<file path="src/rtl/div_sched.sv">
// div_sched: reservation station feeding the iterative divide unit.
// Compacting queue (entry 0 = oldest), CDB operand snooping, oldest-ready issue.

package div_sched_pkg;
  localparam int CDB_TAG_W = 4;

  typedef struct packed {
    logic [CDB_TAG_W-1:0] dest_ROB_entry;
    logic [31:0]          result;
  } CDB_packet_t;
endpackage

// One operand slot: captures the CDB result when its pending tag is broadcast.
module div_sched_src #(
  parameter int TAG_W = 4
) (
  input  logic             en,
  input  logic             cdb_valid,
  input  logic [TAG_W-1:0] cdb_tag,
  input  logic [31:0]      cdb_res,
  input  logic [31:0]      val_i,
  input  logic [TAG_W-1:0] tag_i,
  input  logic             rdy_i,
  output logic [31:0]      val_o,
  output logic             rdy_o
);
  logic hit;

  assign hit   = en & cdb_valid & ~rdy_i & (tag_i == cdb_tag);
  assign val_o = hit ? cdb_res : val_i;
  assign rdy_o = rdy_i | hit;
endmodule

module div_sched
  import div_sched_pkg::*;
#(
  parameter  int DEPTH = 4,
  parameter  int TAG_W = CDB_TAG_W,
  localparam int CW    = $clog2(DEPTH + 1),
  localparam int SW    = $clog2(DEPTH)
) (
  input  logic             clk,
  input  logic             reset,
  input  logic             flush,
  input  logic             disp_valid,
  output logic             disp_ready,
  input  logic [TAG_W-1:0] disp_rob,
  input  logic             disp_aluop,
  input  logic [31:0]      disp_src1_val,
  input  logic [31:0]      disp_src2_val,
  input  logic [TAG_W-1:0] disp_src1_tag,
  input  logic [TAG_W-1:0] disp_src2_tag,
  input  logic             disp_src1_rdy,
  input  logic             disp_src2_rdy,
  input  logic             cdb_valid,
  input  CDB_packet_t      cdb_in,
  input  logic             div_ready,
  output logic             div_valid,
  output logic [TAG_W-1:0] div_rob,
  output logic             div_aluop,
  output logic [31:0]      div_dividend,
  output logic [31:0]      div_divisor,
  output logic [CW-1:0]    count
);
  typedef struct packed {
    logic             valid;
    logic [TAG_W-1:0] rob;
    logic             aluop;
    logic [31:0]      s1_val;
    logic [TAG_W-1:0] s1_tag;
    logic             s1_rdy;
    logic [31:0]      s2_val;
    logic [TAG_W-1:0] s2_tag;
    logic             s2_rdy;
  } ent_t;

  ent_t [DEPTH-1:0]        ent_q, ent_d, ent_w;
  ent_t                    disp_e;
  logic [CW-1:0]           count_q, count_d;
  logic [TAG_W-1:0]        cdb_tag;
  logic [DEPTH-1:0][31:0]  w1_val, w2_val;
  logic [DEPTH-1:0]        w1_rdy, w2_rdy, elig;
  logic [31:0]             d1_val, d2_val;
  logic                    d1_rdy, d2_rdy;
  logic [SW-1:0]           sel;
  logic                    any_elig, issue, disp_fire;
  logic [CW-1:0]           widx;

  assign cdb_tag = TAG_W'(cdb_in.dest_ROB_entry);

  // Per-entry wakeup: both sources snoop the same broadcast independently.
  for (genvar g = 0; g < DEPTH; g++) begin : g_ent
    div_sched_src #(.TAG_W(TAG_W)) u_s1 (
      .en(ent_q[g].valid), .cdb_valid(cdb_valid), .cdb_tag(cdb_tag), .cdb_res(cdb_in.result),
      .val_i(ent_q[g].s1_val), .tag_i(ent_q[g].s1_tag), .rdy_i(ent_q[g].s1_rdy),
      .val_o(w1_val[g]), .rdy_o(w1_rdy[g]));
    div_sched_src #(.TAG_W(TAG_W)) u_s2 (
      .en(ent_q[g].valid), .cdb_valid(cdb_valid), .cdb_tag(cdb_tag), .cdb_res(cdb_in.result),
      .val_i(ent_q[g].s2_val), .tag_i(ent_q[g].s2_tag), .rdy_i(ent_q[g].s2_rdy),
      .val_o(w2_val[g]), .rdy_o(w2_rdy[g]));
  end

  // Dispatch-time bypass so a result broadcast this cycle is not missed.
  div_sched_src #(.TAG_W(TAG_W)) u_d1 (
    .en(1'b1), .cdb_valid(cdb_valid), .cdb_tag(cdb_tag), .cdb_res(cdb_in.result),
    .val_i(disp_src1_val), .tag_i(disp_src1_tag), .rdy_i(disp_src1_rdy),
    .val_o(d1_val), .rdy_o(d1_rdy));
  div_sched_src #(.TAG_W(TAG_W)) u_d2 (
    .en(1'b1), .cdb_valid(cdb_valid), .cdb_tag(cdb_tag), .cdb_res(cdb_in.result),
    .val_i(disp_src2_val), .tag_i(disp_src2_tag), .rdy_i(disp_src2_rdy),
    .val_o(d2_val), .rdy_o(d2_rdy));

  // Woken view of every entry plus the incoming dispatch entry.
  always_comb begin
    ent_w = ent_q;
    for (int i = 0; i < DEPTH; i++) begin
      ent_w[i].s1_val = w1_val[i];
      ent_w[i].s1_rdy = w1_rdy[i];
      ent_w[i].s2_val = w2_val[i];
      ent_w[i].s2_rdy = w2_rdy[i];
      elig[i]         = ent_q[i].valid & ent_q[i].s1_rdy & ent_q[i].s2_rdy;
    end
    disp_e        = '0;
    disp_e.valid  = 1'b1;
    disp_e.rob    = disp_rob;
    disp_e.aluop  = disp_aluop;
    disp_e.s1_val = d1_val;
    disp_e.s1_tag = disp_src1_tag;
    disp_e.s1_rdy = d1_rdy;
    disp_e.s2_val = d2_val;
    disp_e.s2_tag = disp_src2_tag;
    disp_e.s2_rdy = d2_rdy;
  end

  // Oldest eligible entry wins (scan from the top so the lowest index sticks).
  always_comb begin
    sel      = '0;
    any_elig = 1'b0;
    for (int i = DEPTH - 1; i >= 0; i--) begin
      if (elig[i]) begin
        sel      = SW'(i);
        any_elig = 1'b1;
      end
    end
  end

  assign disp_ready = (count_q < CW'(DEPTH));
  assign issue      = div_ready & any_elig & ~flush;
  assign disp_fire  = disp_valid & disp_ready & ~flush;
  assign widx       = count_q - CW'(issue);

  // Next state: remove/compact on issue, append on dispatch, flush clears all.
  always_comb begin
    ent_d   = ent_w;
    count_d = count_q + CW'(disp_fire) - CW'(issue);
    if (issue) begin
      for (int i = 0; i < DEPTH - 1; i++)
        if (SW'(i) >= sel) ent_d[i] = ent_w[i+1];
      ent_d[DEPTH-1] = '0;
    end
    if (disp_fire) begin
      for (int i = 0; i < DEPTH; i++)
        if (CW'(i) == widx) ent_d[i] = disp_e;
    end
    if (flush) begin
      ent_d   = '0;
      count_d = '0;
    end
  end

  // State registers.
  always_ff @(posedge clk or negedge reset) begin
    if (!reset) begin
      ent_q   <= '0;
      count_q <= '0;
    end else begin
      ent_q   <= ent_d;
      count_q <= count_d;
    end
  end

  assign div_valid    = issue;
  assign div_rob      = ent_q[sel].rob;
  assign div_aluop    = ent_q[sel].aluop;
  assign div_dividend = ent_q[sel].s1_val;
  assign div_divisor  = ent_q[sel].s2_val;
  assign count        = count_q;
endmodule

</file>
<file path="config.mk">
export PLATFORM = sky130hd
export DESIGN_NAME = div_sched
export DESIGN_NICKNAME = d
export VERILOG_FILES = /design/src/rtl/div_sched.sv
export SDC_FILE = /design/constraint.sdc
export NUM_CORES = 1
export LEC_CHECK = 0
export ABC_CLOCK_PERIOD_IN_PS = 3300
export CORE_MARGIN = 2
export CORE_UTILIZATION = 56
export DETAILED_ROUTE_END_ITERATION = 10
export PLACE_DENSITY = 0.78
export SLEW_MARGIN = 20
export SYNTH_ARGS = -nofsm -noshare
export SYNTH_HDL_FRONTEND = slang
export SYNTH_HIERARCHICAL = 1
export SYNTH_SLANG_ARGS = --single-unit
</file>
<file path="constraint.sdc">
create_clock -name clk -period 3.3 [get_ports clk]
set_clock_uncertainty 0.1 [all_clocks]
set_input_delay 0.33 -clock clk [delete_from_list [all_inputs] [get_ports clk]]
set_output_delay 0.33 -clock clk [all_outputs]
set_load 0.03 [all_outputs]
</file>
==> impl_metrics.csv <==
group,metric,value,unit
status,status,"completed",
timing,period_minus_slack,3260,ps
timing,worst_pin_slew,1110,ps
routing,routedWlPerCell,25.0,um
synth,yosys_register_bits,323,
synth,synthArstFlopShare,1.00,
pwr,p_sw_frac,0.273,
floorplanning,die_y,204,um
cells_and_area,fin_cells,2738,
pwr,p_comb_frac,0.171,
cells_and_area,drive_gt1_frac,0.255,
pwr,p_leak,13.4,nW
clock_network,cts_num_sinks,323,
worst_setup_path,reg2reg_from,"ent_q[0]",
worst_setup_path,critPathArrivalTime,2830,ps
worst_setup_path,critical_path.top_delay_family,"buffers and inverters",
timing,setup_viol,0,
clock_network,h-tree-depth,2,
placement,gp_congestion,0.835,
timing,fin_ws,40.8,ps
worst_setup_path,slowest_delay,390,ps
worst_setup_path,worst_setup_path_end_kind,"output port",
worst_setup_path,worstSetupPathType,"register to output port",
routing,ant_nets,0,
worst_setup_path,cp_slowest_cell,"dfrtp_1",
global_route,grt_pass1_vias,18460,
worst_setup_path,path_common_cell,"buf_4",
pwr,power_density,386,nW/um^2
synth,ys.flop_type,"dfrtp_1",
placement,dp_slack,-20.1,ps
flow_run,maxCapViolCount,0,
global_route,grt_max_degree,99,
floorplanning,die_area,41500,um^2
cells_and_area,multiInputGateArea,13400,um^2
cells_and_area,regArea,8080,um^2
worst_setup_path,r2r_slack,150,ps
cells_and_area,nets,2309,
timing,holdWs,240,ps
routing,dr.pass1.iters,8,
floorplanning,io-pin-count,195,
worst_setup_path,required,2870,ps
routing,drc,0,
clock_network,clock_latency,540,ps
placement,place.port_buffers,194,
worst_setup_path,r2r-end,"ent_q[290]",
synth,yosysWarningCount,6,
global_route,track_usage,0.324,
timing,finalMaxSlewViolations,0,
worst_setup_path,crit_cells,10,
worst_setup_path,startpoint_type,"register",
floorplanning,coreArea,39500,um^2
synth,synth.distinct_cells,39,
pwr,ir_worst_vdd,0.287,mV
pwr,p_int,0.00746,W
pwr,pwr-share-clk,0.419,
synth,synthCells,2024,
placement,placed_cells,2656,
timing,min_period_over_period,0.988,
cells_and_area,area_growth,19.2,%
hold_path,hold_path.class,"primary input to asynchronous set/reset pin",
placement,dp_hpwl,39900,um
routing,wirelength,68400,um
pwr,power_frac_seq,0.410,
synth,yosysSeqAreaShare,0.362,
clock_network,cts_buffer_depth,3,
synth,yosys-top-cells-count,"mux2i_1, dfrtp_1, mux2_4",
synth,syn_area,22400,um^2
timing,hold_viol,0,
clock_network,cts_buffers,38,
clock_network,cts_tree,"built",
synth,synth_top_cell_by_area,"dfrtp_1",
worst_setup_path,crit_buf_inv,6,
routing,vias,17732,
synth,synth_top_area_share,0.362,
global_route,grt_pass1_wl,105000,um
clock_network,cts_root_buf,"clkbuf_16",
worst_setup_path,rr_worst_depth,8,
synth,synth_most_common_cell,"mux2i_1",
pwr,p_sw,0.00281,W
synth,synth_edf_count,0,
routing,viasPerCell,6.48,
clock_network,clk_pin_slew,60,ps
floorplanning,initial_utilization,0.565,
worst_setup_path,crit_chain,"and3_1, buf_4, o211ai_1, buf_4, buf_12, buf_16, buf_16, mux2i_1, mux2i_1, buf_4",
timing,rsz0062_at_grt,"false",
floorplanning,die_width,204,um
global_route,overflow,0,
routing,drtIter0Drc,1672,
timing,fmax,307,MHz
floorplanning,num_rows,73,
timing,relSlewSlack,0.257,
synth,synth_area_per_cell,11.0,um^2
cells_and_area,n_fill_cell,2873,
worst_setup_path,cp_max_fo,16,
synth,synth_area_leaders,"dfrtp_1, mux2_4, mux2i_1, nand2_1, a22o_1",
global_route,grt_antenna_before_repair,1,
layout make-up:
cell class / count / share of cell area
tap: 525 / 0.0247
clock buffer: 58 / 0.0432
sequential: 323 / 0.303
timing repair buffer: 291 / 0.120
antenna: 1 / 0.0000939
clock inverter: 11 / 0.00423
multi-input combinational: 1524 / 0.504
inverter: 5 / 0.000705
cell usage in the layout, fill, tap and decap left out, types with 11 or more instances in the layout:
| cell | Yosys | routed |
|---|---|---|
| mux2i_1 | 365 | 357 |
| dfrtp_1 | 323 | 323 |
| mux2_4 | 290 | 290 |
| nand2_1 | 250 | 249 |
| nor2_1 | 162 | 161 |
| clkdlybuf4s50_1 | 0 | 123 |
| buf_4 | 1 | 94 |
| a22o_1 | 79 | 79 |
| o21ai_1 | 80 | 79 |
| a311oi_1 | 79 | 79 |
| a211oi_1 | 79 | 79 |
| buf_12 | 0 | 46 |
| clkbuf_16 | 0 | 42 |
| xnor2_1 | 31 | 31 |
| mux2_2 | 30 | 30 |
| dlygate4sd2_1 | 0 | 17 |
| nand2b_1 | 12 | 12 |
| xor2_1 | 11 | 11 |
| clkbuf_1 | 87 | 11 |
cells by family (layout without fill, tap and decap cells):
kind of cell	after synthesis	in the layout	synth area share
mux	685	685	0.373
other cells	1	3	0.000168
flops	323	323	0.362
simple gates	461	461	0.0926
fa+ha+maj	5	5	0.00313
xor+xnor	42	42	0.0165
compound gates	329	329	0.110
buf+inv	178	365	0.0430
routing by layer:
metal | share of wire | up-vias | global-route usage
met3 | 0.085 | 139 | 0.0574
met4 | 0.029 | 0 | 0.111
met1 | 0.42 | 9014 | 0.445
li1 | - | 7691 | -
met2 | 0.46 | 888 | 0.517
met5 | 0 | - | 0
registers in the layout, summed over array words and instances, names as in the netlist:
signal  flops
ent_q     320
count       3
per-stage QoR:
step,util,setup TNS [ps],total power [W],cell area (um^2)
after floorplan,-,0,0.00523,22400
after global placement,0.636,0,0.00598,25200
after detailed placement,0.636,-157,0.00602,25200
after CTS,0.669,0,0.0103,26500
after global routing,0.674,0,0.0106,26600
final,0.674,0,0.0103,26600
worst max path at each step:
stage	start	to	slack, ps
2_1_floorplan	ent_q[0]	ent_q[229]	30
3_3_place_gp	div_ready	ent_q[291]	60
3_5_place_dp	div_ready	ent_q[252]	-20
4_1_cts	ent_q[240]	div_dividend[29]	4
5_1_grt	ent_q[240]	div_divisor[22]	1
6_report	ent_q[240]	div_divisor[22]	40
power by group through the flow:
| stage | logic, W | clock network (W) | registers [W] |
|---|---|---|---|
| 6_report | 0.00176 | 0.00430 | 0.00421 |
| 4_1_cts | 0.00174 | 0.00433 | 0.00421 |
| 2_1_floorplan | 0.000973 | 0 | 0.00426 |
| 3_5_place_dp | 0.00174 | 0 | 0.00428 |
| 5_1_grt | 0.00187 | 0.00450 | 0.00423 |
| 3_3_place_gp | 0.00171 | 0 | 0.00427 |
timing repair:
action,4_1_cts,5_1_grt
gates resized for setup,28,18
gates cloned,0,1
pin swaps,1,0
hold buffers,1,0
setup buffers,1,9
hold endpoints to repair,62,0
endpoints found under the setup margin,54,32
No activity file was read; power rests on OpenSTA's default activity.
